## config.mk

```make
export PLATFORM = sky130hd
export DESIGN_NAME = nes_port_io_flat
export DESIGN_NICKNAME = d
export VERILOG_FILES = /design/src/rtl/nes_port_io_if.sv /design/src/rtl/nes_port_io.sv /design/src/flat_wrapper.sv
export SDC_FILE = /design/constraint.sdc
export NUM_CORES = 1
export LEC_CHECK = 0
export ABC_AREA = 1
export ABC_CLOCK_PERIOD_IN_PS = 3600
export CORE_AREA = 8 8 56 92
export CTS_BUF_LIST = sky130_fd_sc_hd__clkbuf_4 sky130_fd_sc_hd__clkbuf_8
export CTS_CLUSTER_DIAMETER = 80
export DETAILED_ROUTE_END_ITERATION = 10
export DIE_AREA = 0 0 64 100
export GPL_TIMING_DRIVEN = 1
export PLACE_DENSITY = 0.84
export SLEW_MARGIN = 40
export SYNTH_ARGS = -nofsm -noshare
export SYNTH_HDL_FRONTEND = slang
export SYNTH_SLANG_ARGS = --single-unit
```

## constraint.sdc

```tcl
create_clock -name clk -period 3.6 [get_ports clk]
set_input_delay 0.36 -clock clk [delete_from_list [all_inputs] [get_ports clk]]
set_output_delay 0.36 -clock clk [all_outputs]
set_load 0.1 [all_outputs]
```

## src/rtl/nes_port_io_if.sv

```systemverilog
// CPU-side signal bundle for the $4016/$4017 controller-port block:
// strobe/read pulses, pad and zapper inputs, and the two 5-bit read values.
interface nes_port_io_if;
   logic       strobe_wr;
   logic       strobe_din;
   logic       rd_p1;
   logic       rd_p2;
   logic [7:0] joy1;
   logic [7:0] joy2;
   logic [7:0] joy3;
   logic [7:0] joy4;
   logic       zapper_en;
   logic       light;
   logic       trigger;
   logic [4:0] dout_p1;
   logic [4:0] dout_p2;

   modport master (
      output strobe_wr, strobe_din, rd_p1, rd_p2,
      output joy1, joy2, joy3, joy4,
      output zapper_en, light, trigger,
      input  dout_p1, dout_p2
   );

   modport slave (
      input  strobe_wr, strobe_din, rd_p1, rd_p2,
      input  joy1, joy2, joy3, joy4,
      input  zapper_en, light, trigger,
      output dout_p1, dout_p2
   );
endinterface

```

## src/rtl/nes_port_io.sv

```systemverilog
// $4016/$4017 controller ports: strobe latch, per-port serial shift with read counter,
// zapper merge on port 2. Define FOUR_SCORE_EN for 24-bit four-pad chains with signatures.
module nes_port_io #(
   parameter logic FILL_BIT = 1'b1,
   parameter int   CNT_W    = 5
) (
   input  logic          clk,
   input  logic          reset,
   nes_port_io_if.slave  bus
);

`ifdef FOUR_SCORE_EN
   localparam int REG_W = 24;
`else
   localparam int REG_W = 8;
`endif
   localparam logic [CNT_W-1:0] CNT_SAT = CNT_W'(REG_W);

   logic             strobe_q, strobe_d;
   logic [REG_W-1:0] sr1_q, sr1_d, sr2_q, sr2_d;
   logic [CNT_W-1:0] cnt1_q, cnt1_d, cnt2_q, cnt2_d;
   logic [REG_W-1:0] pad1_w, pad2_w;
   logic             reload_w, shift1_w, shift2_w;
   logic             d0_p1_w, d0_p2_w;

`ifdef FOUR_SCORE_EN
   assign pad1_w = {8'b0000_1000, bus.joy3, bus.joy1};
   assign pad2_w = {8'b0000_0100, bus.joy4, bus.joy2};
`else
   assign pad1_w = bus.joy1;
   assign pad2_w = bus.joy2;
`endif

   // Reload on every edge while strobed (including the falling write) and on a rising write.
   // Any write cycle suppresses a coincident read shift.
   always_comb begin
      strobe_d = bus.strobe_wr ? bus.strobe_din : strobe_q;
      reload_w = strobe_q | (bus.strobe_wr & bus.strobe_din);
      shift1_w = bus.rd_p1 & ~bus.strobe_wr & ~strobe_q & (cnt1_q != CNT_SAT);
      shift2_w = bus.rd_p2 & ~bus.strobe_wr & ~strobe_q & (cnt2_q != CNT_SAT);

      sr1_d  = sr1_q;
      cnt1_d = cnt1_q;
      sr2_d  = sr2_q;
      cnt2_d = cnt2_q;

      if (reload_w) begin
         sr1_d  = pad1_w;
         cnt1_d = '0;
         sr2_d  = pad2_w;
         cnt2_d = '0;
      end else begin
         if (shift1_w) begin
            sr1_d  = {FILL_BIT, sr1_q[REG_W-1:1]};
            cnt1_d = cnt1_q + CNT_W'(1);
         end
         if (shift2_w) begin
            sr2_d  = {FILL_BIT, sr2_q[REG_W-1:1]};
            cnt2_d = cnt2_q + CNT_W'(1);
         end
      end
   end

   always_ff @(posedge clk or posedge reset) begin
      if (reset) begin
         strobe_q <= 1'b0;
         sr1_q    <= '0;
         sr2_q    <= '0;
         cnt1_q   <= '0;
         cnt2_q   <= '0;
      end else begin
         strobe_q <= strobe_d;
         sr1_q    <= sr1_d;
         sr2_q    <= sr2_d;
         cnt1_q   <= cnt1_d;
         cnt2_q   <= cnt2_d;
      end
   end

   // While strobed, D0 follows live A rather than the registered copy.
   always_comb begin
      d0_p1_w     = strobe_q ? bus.joy1[0] : sr1_q[0];
      d0_p2_w     = strobe_q ? bus.joy2[0] : sr2_q[0];
      bus.dout_p1 = {4'b0000, d0_p1_w};
      if (bus.zapper_en)
         bus.dout_p2 = {bus.trigger, bus.light, 3'b000};
      else
         bus.dout_p2 = {4'b0000, d0_p2_w};
   end

endmodule

```

## src/flat_wrapper.sv

```systemverilog
// flat-port wrapper written by rule: the top's interface ports become plain ports
module nes_port_io_flat 
#(
   parameter logic FILL_BIT = 1'b1,
   parameter int   CNT_W    = 5
)
  (clk, reset, bus_strobe_wr, bus_strobe_din, bus_rd_p1, bus_rd_p2, bus_joy1, bus_joy2, bus_joy3, bus_joy4, bus_zapper_en, bus_light, bus_trigger, bus_dout_p1, bus_dout_p2);
  nes_port_io_if bus_i ();
  input  logic clk;
  input  logic reset;
  input wire logic [$bits(bus_i.strobe_wr)-1:0] bus_strobe_wr;
  input wire logic [$bits(bus_i.strobe_din)-1:0] bus_strobe_din;
  input wire logic [$bits(bus_i.rd_p1)-1:0] bus_rd_p1;
  input wire logic [$bits(bus_i.rd_p2)-1:0] bus_rd_p2;
  input wire logic [$bits(bus_i.joy1)-1:0] bus_joy1;
  input wire logic [$bits(bus_i.joy2)-1:0] bus_joy2;
  input wire logic [$bits(bus_i.joy3)-1:0] bus_joy3;
  input wire logic [$bits(bus_i.joy4)-1:0] bus_joy4;
  input wire logic [$bits(bus_i.zapper_en)-1:0] bus_zapper_en;
  input wire logic [$bits(bus_i.light)-1:0] bus_light;
  input wire logic [$bits(bus_i.trigger)-1:0] bus_trigger;
  output wire logic [$bits(bus_i.dout_p1)-1:0] bus_dout_p1;
  output wire logic [$bits(bus_i.dout_p2)-1:0] bus_dout_p2;
  assign bus_i.strobe_wr = bus_strobe_wr;
  assign bus_i.strobe_din = bus_strobe_din;
  assign bus_i.rd_p1 = bus_rd_p1;
  assign bus_i.rd_p2 = bus_rd_p2;
  assign bus_i.joy1 = bus_joy1;
  assign bus_i.joy2 = bus_joy2;
  assign bus_i.joy3 = bus_joy3;
  assign bus_i.joy4 = bus_joy4;
  assign bus_i.zapper_en = bus_zapper_en;
  assign bus_i.light = bus_light;
  assign bus_i.trigger = bus_trigger;
  assign bus_dout_p1 = bus_i.dout_p1;
  assign bus_dout_p2 = bus_i.dout_p2;
  nes_port_io #(.FILL_BIT(FILL_BIT), .CNT_W(CNT_W)) u_core (.clk(clk), .reset(reset), .bus(bus_i));
endmodule
```

==> flow_summary_export.csv, run 1 <==
group,metric,value,unit
power_and_ir_drop,report.power.total,751,uW
timing,fin_skew,0.00673,ns
synthesis,ys_seq_area_share,40.4,%
grt,grt_pass1_wl,6200,um
grt,grt_max_degree,47,
timing,final.setup.tns,0,ns
die,initial_utilization,43.2,%
critical_path,path_buf_inv,3,
grt,grt_overflow,0,
synthesis,netlist_instances,231,
die,die_w,64,um
timing,hold_viol_final,0,
route,routed_wl,3400,um
critical_path,crit_family,"buffers and inverters",
grt,antenna_found_initial,0,
power_and_ir_drop,p_per_area,390,nW/um2
timing,max-slew-margin-rel,53.9,%
clock_tree,numCtsBuffers,3,
route,viasPerCell,4.87,
synthesis,ys_ff_latch,27,
die,coreArea,3870,um2
timing,rsz0062_at_grt,"no",
clock_tree,clk_pin_slew_worst_paths,0.08,ns
synthesis,synth_area,1670,um2
timing,fin_crit,2.06,ns
critical_path,cpMostUsedCell,"nand2_1",
clock_tree,post-cts-setup-buffers,0,
job,drv_cap,0,
grt,use_met2,19.9,%
route,avgRoutedWirePerCell,11.4,um
clock_tree,clock_sinks,27,
power_and_ir_drop,leakage,1.02,nW
synthesis,synth_top_area_share,40.4,%
hold_path,hold_path.class,"primary input to asynchronous set/reset pin",
timing,worstMarginPinSlew,0.690,ns
critical_path,timing.critical_path.required,3.77,ns
clock_tree,clock_latency,0.27,ns
placed_design,place_area,1880,um2
critical_path,end_kind,"flop",
die,io_pins,51,
timing,fmax,486,MHz
clock_tree,clockBufferDepth,2,
timing,fin_crit_sh,57.1,%
placed_design,io_buffers,28,
critical_path,arrival,2.22,ns
placed_design,place_congestion,0.733,
grt,met1_usage,13.1,%
route,drc,0,
synthesis,netlist_top_cells_area,"dfrtp_1 (40%), nand2_1 (24%), nand3_1 (8.4%)",
critical_path,cp_max_fo,46,
timing,finalSetupViolCount,0,
grt,grt_most_used_layer,"met2",
route,first_iter_violations,39,
synthesis,synth.avg_cell_area,7.24,um2
layout,final_cells,298,
critical_path,crit_path_cell_trace,"clkdlybuf4s50_1, nand2_1, nand2_1, buf_4, inv_2, nand2_2, nand2_2, nand2_1",
layout,syn2layout_area_growth,15.2,%
critical_path,start_kind,"primary input",
clock_tree,cts-resized-gates,0,
clock_tree,htreeDepth,1,
critical_path,crit_type,"primary input to flop",
outcome,status,"finished clean",
synthesis,yosysTopAreaCell,"dfrtp_1",
synthesis,synthDistinctLibCells,19,
route,num_vias,1451,
die,placementRows,30,
clock_tree,cts_tree,"built",
die,die_h,100,um
die,die-area,6400,um2
placed_design,hpwl,2500,um
placed_design,dp_cells,294,
grt,grt_pass1_vias,1473,
critical_path,worst_path_max_delay_cell,"inv_2",
clock_tree,cts_root_buffer,"clkbuf_8",
route,ant_nets,0,
layout,nFillCells,382,
timing,drv_slew,0,
layout,finalInstanceArea,1930,um2
route,dr.pass1.iters,4,
clock_tree,ctsHoldBuffers,0,
layout,num_antenna_cells,0,
layout,drive_gt1_share,8.80,%
grt,grt_util_all_layers,11.6,%
placed_design,dp_slack,1.26,ns
timing,final.setup.worst_slack,1.54,ns
critical_path,cpPeakStageDelay,0.53,ns
grt,gr-usage-met3,1.56,%
power_and_ir_drop,vdd_ir_drop_max,0.268,mV
layout,final_nets,296,
synthesis,ys_warn_count,0,
routing by layer:
layer,routed length [um],up-vias
met3,144,5
met2,1770,31
li1,-,743
met4,84,0
met1,1410,672
met5,0,-
cell usage in the layout (no fill, tap or decap), types with 3 or more instances in the layout:
master | Yosys | layout
nand2_1 | 105 | 105
inv_2 | 2 | 3
nand2_2 | 6 | 6
clkdlybuf4s50_1 | 0 | 24
dfrtp_1 | 27 | 27
inv_1 | 13 | 12
ha_1 | 4 | 4
conb_1 | 1 | 6
clkbuf_8 | 0 | 3
nand3_1 | 28 | 28
nor2_1 | 8 | 8
nand4_1 | 8 | 8
buf_4 | 10 | 5
kinds of logic (layout without fill, tap and decap cells):
| kind of cell | count (synthesis) | count (layout) | share of synthesized area, % |
|---|---|---|---|
| buffers and inverters | 34 | 48 | 12.4 |
| AO/OA/AOI/OAI | 2 | 2 | 0.598 |
| AND/OR/NAND/NOR | 161 | 161 | 42.3 |
| adder cells (fa/ha/maj) | 4 | 4 | 2.99 |
| XOR/XNOR | 2 | 2 | 1.05 |
| other | 1 | 6 | 0.224 |
| flip-flops | 27 | 27 | 40.4 |
final timing paths:
kind                       depth (start not counted)  slack [ns]       startpoint          endpoint
setup / recovery                                   8        1.54    bus_strobe_wr  u_core.cnt2_q[3]
hold / removal                                     2        0.46            reset   u_core.sr2_q[7]
setup reg to reg                                   7        1.71  u_core.strobe_q  u_core.cnt2_q[3]
hold reg to reg                                    2        0.49  u_core.sr2_q[7]   u_core.sr2_q[7]
max in group asynchronous                          2        2.77            reset   u_core.sr1_q[6]
min in group clk                                   2        0.49  u_core.sr2_q[7]   u_core.sr2_q[7]
area by class of cell:
class	instances	area (um2)	area share (%)
multi-input cells	175	807	41.9
clock buffers	4	48.8	2.53
repair buffers	29	278	14.4
well taps	48	60.1	3.12
inverters	15	56.3	2.92
flip-flops and latches	27	676	35.1
synthesized netlist by cell type:
cell type / number
a21oi_1: 1
buf_2: 4
buf_4: 10
buf_6: 5
conb_1: 1
dfrtp_1: 27
ha_1: 4
inv_1: 13
inv_2: 2
nand2_1: 105
nand2_2: 6
nand3_1: 28
nand3_2: 2
nand4_1: 8
nor2_1: 8
nor2_4: 2
o21ai_0: 1
or2_1: 2
xnor2_1: 2
registers in the layout, indices dropped and copies added (netlist names):
register         count
u_core.sr1_q         8
u_core.sr2_q         8
u_core.cnt1_q        5
u_core.cnt2_q        5
u_core.strobe_q      1
metrics by stage:
step | util, % | hold WS, ns
2_1_floorplan | - | 0.413
3_3_place_gp | 48.5 | 0.459
3_5_place_dp | 48.5 | 0.467
4_1_cts | 49.8 | 0.479
5_1_grt | 49.8 | 0.515
6_report | 49.8 | 0.457
worst reg2reg max path, stage by stage (launching register included):
cell and delay, ns:
dfrtp_1 0.41, inv_2 0.08, nand2_1 0.05, buf_4 0.20
inv_2 0.54, nand2_2 0.32, nand2_2 0.14, nand2_1 0.05
where the power goes:
part           internal, mW  switching, mW
clock                0.0869         0.0910
sequential            0.340         0.0219
combinational        0.0659          0.145
total                 0.493          0.258
No activity file was read; power rests on OpenSTA's default activity.
==> run 2, diff against run 1 <==
ABC_CLOCK_PERIOD_IN_PS = 1800   (was 3600)
CORE_AREA = 8 8 56 93   (was 8 8 56 92)
DIE_AREA = 0 0 64 101   (was 0 0 64 100)
PLACE_DENSITY = 0.86   (was 0.84)
clock period = 1.8 ns   (was 3.6 ns; I/O delays follow)
==> run 2 against run 1 <==
Register-to-register slack lost 1.4 ns. Sequential share of layout area shrank 1.7 points. Combinational power grew 120%. Power grew 110%. Routed wire length grew 9.1%. Worst hold slack lost 0.19 ns. Critical path depth shrank 1. Critical endpoint is now u_core.cnt1_q[3].
==> flow_summary_export.csv, run 2 (synthesis gave the netlist of run 1 again) <==
group,metric,value,unit
clock_tree,clockBufferDepth,2,
critical_path,rr_startpoint,"u_core.cnt1_q[0]",
die,die_h,101,um
clock_tree,ctsHoldBuffers,0,
timing,finalSetupViolCount,0,
route,ant_nets,0,
clock_tree,cts_root_buffer,"clkbuf_8",
clock_tree,post-cts-setup-buffers,0,
critical_path,rr_worst_depth,7,
die,die-area,6460,um2
die,coreArea,4000,um2
critical_path,timing.critical_path.required,1.96,ns
clock_tree,cts_tree,"built",
clock_tree,htreeDepth,1,
route,drc,0,
grt,antenna_found_initial,0,
power_and_ir_drop,switching_share,34.2,%
power_and_ir_drop,leakage,1.07,nW
timing,fmax,663,MHz
clock_tree,cts-resized-gates,0,
critical_path,regToRegSetupSlack,0.29,ns
grt,grt_util_all_layers,12.2,%
power_and_ir_drop,p_sw,530,uW
critical_path,cp_max_fo,13,
power_and_ir_drop,combPwrFrac,30.1,%
placed_design,dp_slack,0.127,ns
layout,num_antenna_cells,0,
timing,fin_skew,0.00655,ns
timing,rsz0062_at_grt,"no",
power_and_ir_drop,clockPowerShare,23.1,%
timing,fin_crit,1.51,ns
die,placementRows,31,
timing,fin_crit_sh,83.7,%
placed_design,place_congestion,0.767,
die,io_pins,51,
die,initial_utilization,41.8,%
grt,grt_pass1_wl,6490,um
clock_tree,clock_sinks,27,
hold_path,hold_path.class,"primary input to asynchronous set/reset pin",
timing,hold_ws,0.262,ns
timing,final.setup.worst_slack,0.293,ns
grt,grt_pass1_vias,1499,
critical_path,end_kind,"flop",
timing,final.setup.tns,0,ns
route,routed_wl,3710,um
route,dr.pass1.iters,4,
layout,final_common_cell,"nand2_1",
clock_tree,numCtsBuffers,3,
route,viasPerCell,4.84,
power_and_ir_drop,p_int,1.02,mW
die,die_w,64,um
grt,grt_overflow,0,
route,avgRoutedWirePerCell,12.2,um
timing,hold_viol_final,0,
layout,syn2layout_area_growth,21.2,%
critical_path,start_kind,"flop",
outcome,status,"finished clean",
placed_design,io_buffers,28,
power_and_ir_drop,p_per_area,766,nW/um2
layout,final_cell_mix,"nand2_1 (105), nand3_1 (28), dfrtp_1 (27)",
layout,final_nets,302,
layout,multi_input_area,811,um2
clock_tree,clk_pin_slew_worst_paths,0.09,ns
layout,regArea,676,um2
clock_tree,clock_latency,0.27,ns
layout,reg.largest.list,"u_core.sr1_q: 8 flops, u_core.sr2_q: 8 flops",
layout,drive_gt1_share,10.9,%
layout,nFillCells,389,
critical_path,crit_type,"flop to flop",
placed_design,hpwl,2760,um
job,drv_cap,0,
route,first_iter_violations,30,
route,num_vias,1476,
critical_path,arrival,1.67,ns
power_and_ir_drop,report.power.total,1.55,mW
critical_path,reg2reg_to,"u_core.cnt1_q[3]",
power_and_ir_drop,pwr-share-seq,46.8,%
timing,drv_slew,0,
power_and_ir_drop,vdd_ir_drop_max,0.539,mV
grt,grt_max_degree,28,
==> run 2: worst max path at each step <==
| stage | start | to | cells after the start |
|---|---|---|---|
| floorplan | u_core.strobe_q | bus_dout_p2[0] | 3 |
| global placement | bus_strobe_wr | u_core.sr2_q[5] | 7 |
| detailed placement | bus_strobe_wr | u_core.sr1_q[1] | 7 |
| CTS | u_core.cnt1_q[0] | u_core.sr1_q[1] | 7 |
| global route | u_core.cnt1_q[0] | u_core.cnt1_q[3] | 7 |
| finish | u_core.cnt1_q[0] | u_core.cnt1_q[3] | 7 |
==> run 2: power groups by stage <==
stage	Clock (mW)	Combinational (mW)	Sequential (mW)
global placement	0	0.461	0.734
finish	0.358	0.467	0.726
floorplan	0	0.355	0.725
CTS	0.364	0.471	0.726
global route	0.389	0.517	0.734
detailed placement	0	0.470	0.738
==> run 2: final cells by class <==
class                   instances  area share (%)
multi-input cells             175            40.0
flip-flops and latches         27            33.4
repair buffers                 35            18.4
well taps                      49            3.03
inverters                      15            2.78
clock buffers                   4            2.41
==> run 2: critical path: stages (launching register included) <==
cell and delay, ns:
dfrtp_1 0.44, inv_1 0.10, ha_1 0.16, nand3_2 0.10
nand2_2 0.23, nand2_2 0.21, nand2_1 0.11, nand2_1 0.05
==> run 2: stage by stage <==
stage          cell area, um2  utilization, %  std cells
2_1_floorplan            1690               -        236
3_3_place_gp             1980            49.5        301
3_5_place_dp             1980            49.5        301
4_1_cts                  2030            50.7        305
5_1_grt                  2030            50.7        305
6_report                 2030            50.7        305
==> run 2: routing by layer <==
metal	up-vias	track usage (%)	share of wire (%)
met5	-	0	0
met4	0	6.04	1.7
met3	6	1.67	2.3
met2	31	23.2	55
met1	683	12.3	40
li1	756	-	-
==> run 3, diff against run 2 <==
ABC_CLOCK_PERIOD_IN_PS = 1300   (was 1800)
clock period = 1.3 ns   (was 1.8 ns; I/O delays follow)
==> run 3 against run 2 <==
Count of clock-buffer cells in the layout unchanged. Setup slack worse by 0.34 ns. Routed wire length rose by 16%. Flip-flop and latch count is the same. Die area unchanged. Clock skew decreased by 0.0039 ns. Final area grew 17%. First-iteration DRC count rose to 2.6 times the previous value. Critical endpoint is now bus_dout_p2[0]. Worst hold slack got worse by 0.047 ns. The flow now finishes with violations (setup timing). Critical path depth down 2. Largest cell class unchanged. Clock power grew 35%.
==> flow_summary_export.csv, run 3 (synthesis gave the netlist of run 1 again) <==
group,metric,value,unit
job,drv_cap,0,
power_and_ir_drop,leakage,1.23,nW
die,die_w,64,um
route,dr.pass1.iters,4,
grt,grt_pass1_wl,6920,um
layout,finalInstanceArea,2370,um2
clock_tree,htreeDepth,1,
layout,syn2layout_area_growth,41.5,%
grt,grt_overflow,0,
clock_tree,cts_root_buffer,"clkbuf_8",
power_and_ir_drop,report.power.total,2.31,mW
clock_tree,clock_sinks,27,
critical_path,start_kind,"flop",
die,die-area,6460,um2
die,io_pins,51,
critical_path,timing.critical_path.required,1.17,ns
timing,drv_slew,0,
critical_path,end_kind,"output port",
placed_design,io_buffers,28,
timing,hold_viol_final,0,
layout,num_antenna_cells,0,
layout,regArea,676,um2
clock_tree,numCtsBuffers,3,
timing,fmax,740,MHz
placed_design,place_area,2110,um2
grt,grt_util_all_layers,12.9,%
die,placementRows,31,
timing,finalSetupViolCount,1,
route,avgRoutedWirePerCell,13.0,um
clock_tree,cts_tree,"built",
power_and_ir_drop,p_per_area,976,nW/um2
route,routed_wl,4300,um
placed_design,hpwl,2960,um
clock_tree,clk_pin_slew_worst_paths,0.09,ns
layout,final_common_cell,"nand2_1",
route,first_iter_violations,78,
grt,grt_pass1_vias,1660,
layout,final_nets,328,
layout,multi_input_area,883,um2
clock_tree,clockBufferDepth,2,
hold_path,hold_path.class,"primary input to asynchronous set/reset pin",
timing,fin_skew,0.00267,ns
outcome,violations,"setup timing",
critical_path,cpPeakStageDelay,0.40,ns
timing,rsz0062_at_grt,"yes",
timing,fin_crit_sh,104,%
outcome,status,"complete, but fails checks",
route,viasPerCell,4.92,
placed_design,place_congestion,0.784,
die,die_h,101,um
layout,nFillCells,329,
clock_tree,clock_latency,0.27,ns
critical_path,regToRegSetupSlack,0.01,ns
timing,final.setup.worst_slack,-0.0512,ns
critical_path,arrival,1.22,ns
layout,final_cell_mix,"nand2_1 (102), nand3_1 (28), dfrtp_1 (27)",
critical_path,crit_family,"flip-flops",
layout,reg.largest.list,"u_core.sr1_q: 8 flops, u_core.sr2_q: 8 flops",
timing,fin_crit,1.35,ns
power_and_ir_drop,vdd_ir_drop_max,0.774,mV
grt,grt_max_degree,28,
grt,antenna_found_initial,0,
die,initial_utilization,41.8,%
route,ant_nets,0,
critical_path,path_buf_inv,3,
layout,drive_gt1_share,20.9,%
route,num_vias,1628,
critical_path,worst_path_max_delay_cell,"dfrtp_1",
critical_path,crit_path_cell_trace,"inv_2, buf_6, nand2_4, a21oi_4, buf_12",
route,drc,0,
critical_path,cp_max_fo,3,
critical_path,crit_type,"flop to output port",
clock_tree,ctsHoldBuffers,0,
die,coreArea,4000,um2
run 3: routing by layer:
metal / up-vias / routed length, um / track usage, %
met4: 0 / 74 / 6.74
met5: - / 0 / 0
met3: 9 / 140 / 1.67
met2: 39 / 2480 / 24.8
met1: 771 / 1600 / 12.9
li1: 809 / - / -
run 3: power breakdown:
group          switching [mW]  internal, mW
Clock                   0.244         0.240
Sequential             0.0617         0.943
Combinational           0.484         0.338
Total                   0.789          1.52
run 3: through the flow:
stage / hold WS [ns] / util [%] / setup slack, ns / instances / setup TNS [ns]
global placement: 0.461 / 52.9 / -0.111 / 318 / -2.15
global route: 0.268 / 59.2 / -0.114 / 331 / -0.624
detailed placement: 0.468 / 52.9 / -0.145 / 318 / -2.57
floorplan: 0.183 / - / 0.0822 / 236 / 0
finish: 0.215 / 59.2 / -0.0512 / 331 / -0.0512
CTS: 0.223 / 55.6 / -0.0813 / 325 / -0.0813
run 3: repair_timing:
action | CTS | global route
resized for setup | 10 | 18
buffers inserted | 2 | 5
gates cloned | 1 | 1
endpoints found under the setup margin | 9 | 27
pin swaps | 1 | 1
run 3: tightest hold or removal path, cell delays in order:
cell	delay, ns
clkdlybuf4s50_1	0.39
inv_1	0.05
buf_4	0.32
run 3: layout make-up:
cell class	count	share of cell area (%)
repair buffers	60	26.2
flip-flops and latches	27	28.6
inverters	15	2.91
repair inverters	1	0.317
clock buffers	4	2.06
multi-input cells	175	37.3
well taps	49	2.59
run 3: path summary, 6_finish.rpt:
| check | end | startpoint | depth (start not counted) |
|---|---|---|---|
| setup / recovery | bus_dout_p2[0] | u_core.strobe_q | 5 |
| hold / removal | u_core.sr1_q[3] | reset | 3 |
| setup reg to reg | u_core.cnt2_q[1] | u_core.cnt2_q[0] | 7 |
| hold reg to reg | u_core.sr1_q[7] | u_core.sr1_q[7] | 2 |
| max in group asynchronous | u_core.sr2_q[0] | reset | 3 |
| min in group clk | u_core.sr1_q[6] | bus_joy1[6] | 5 |
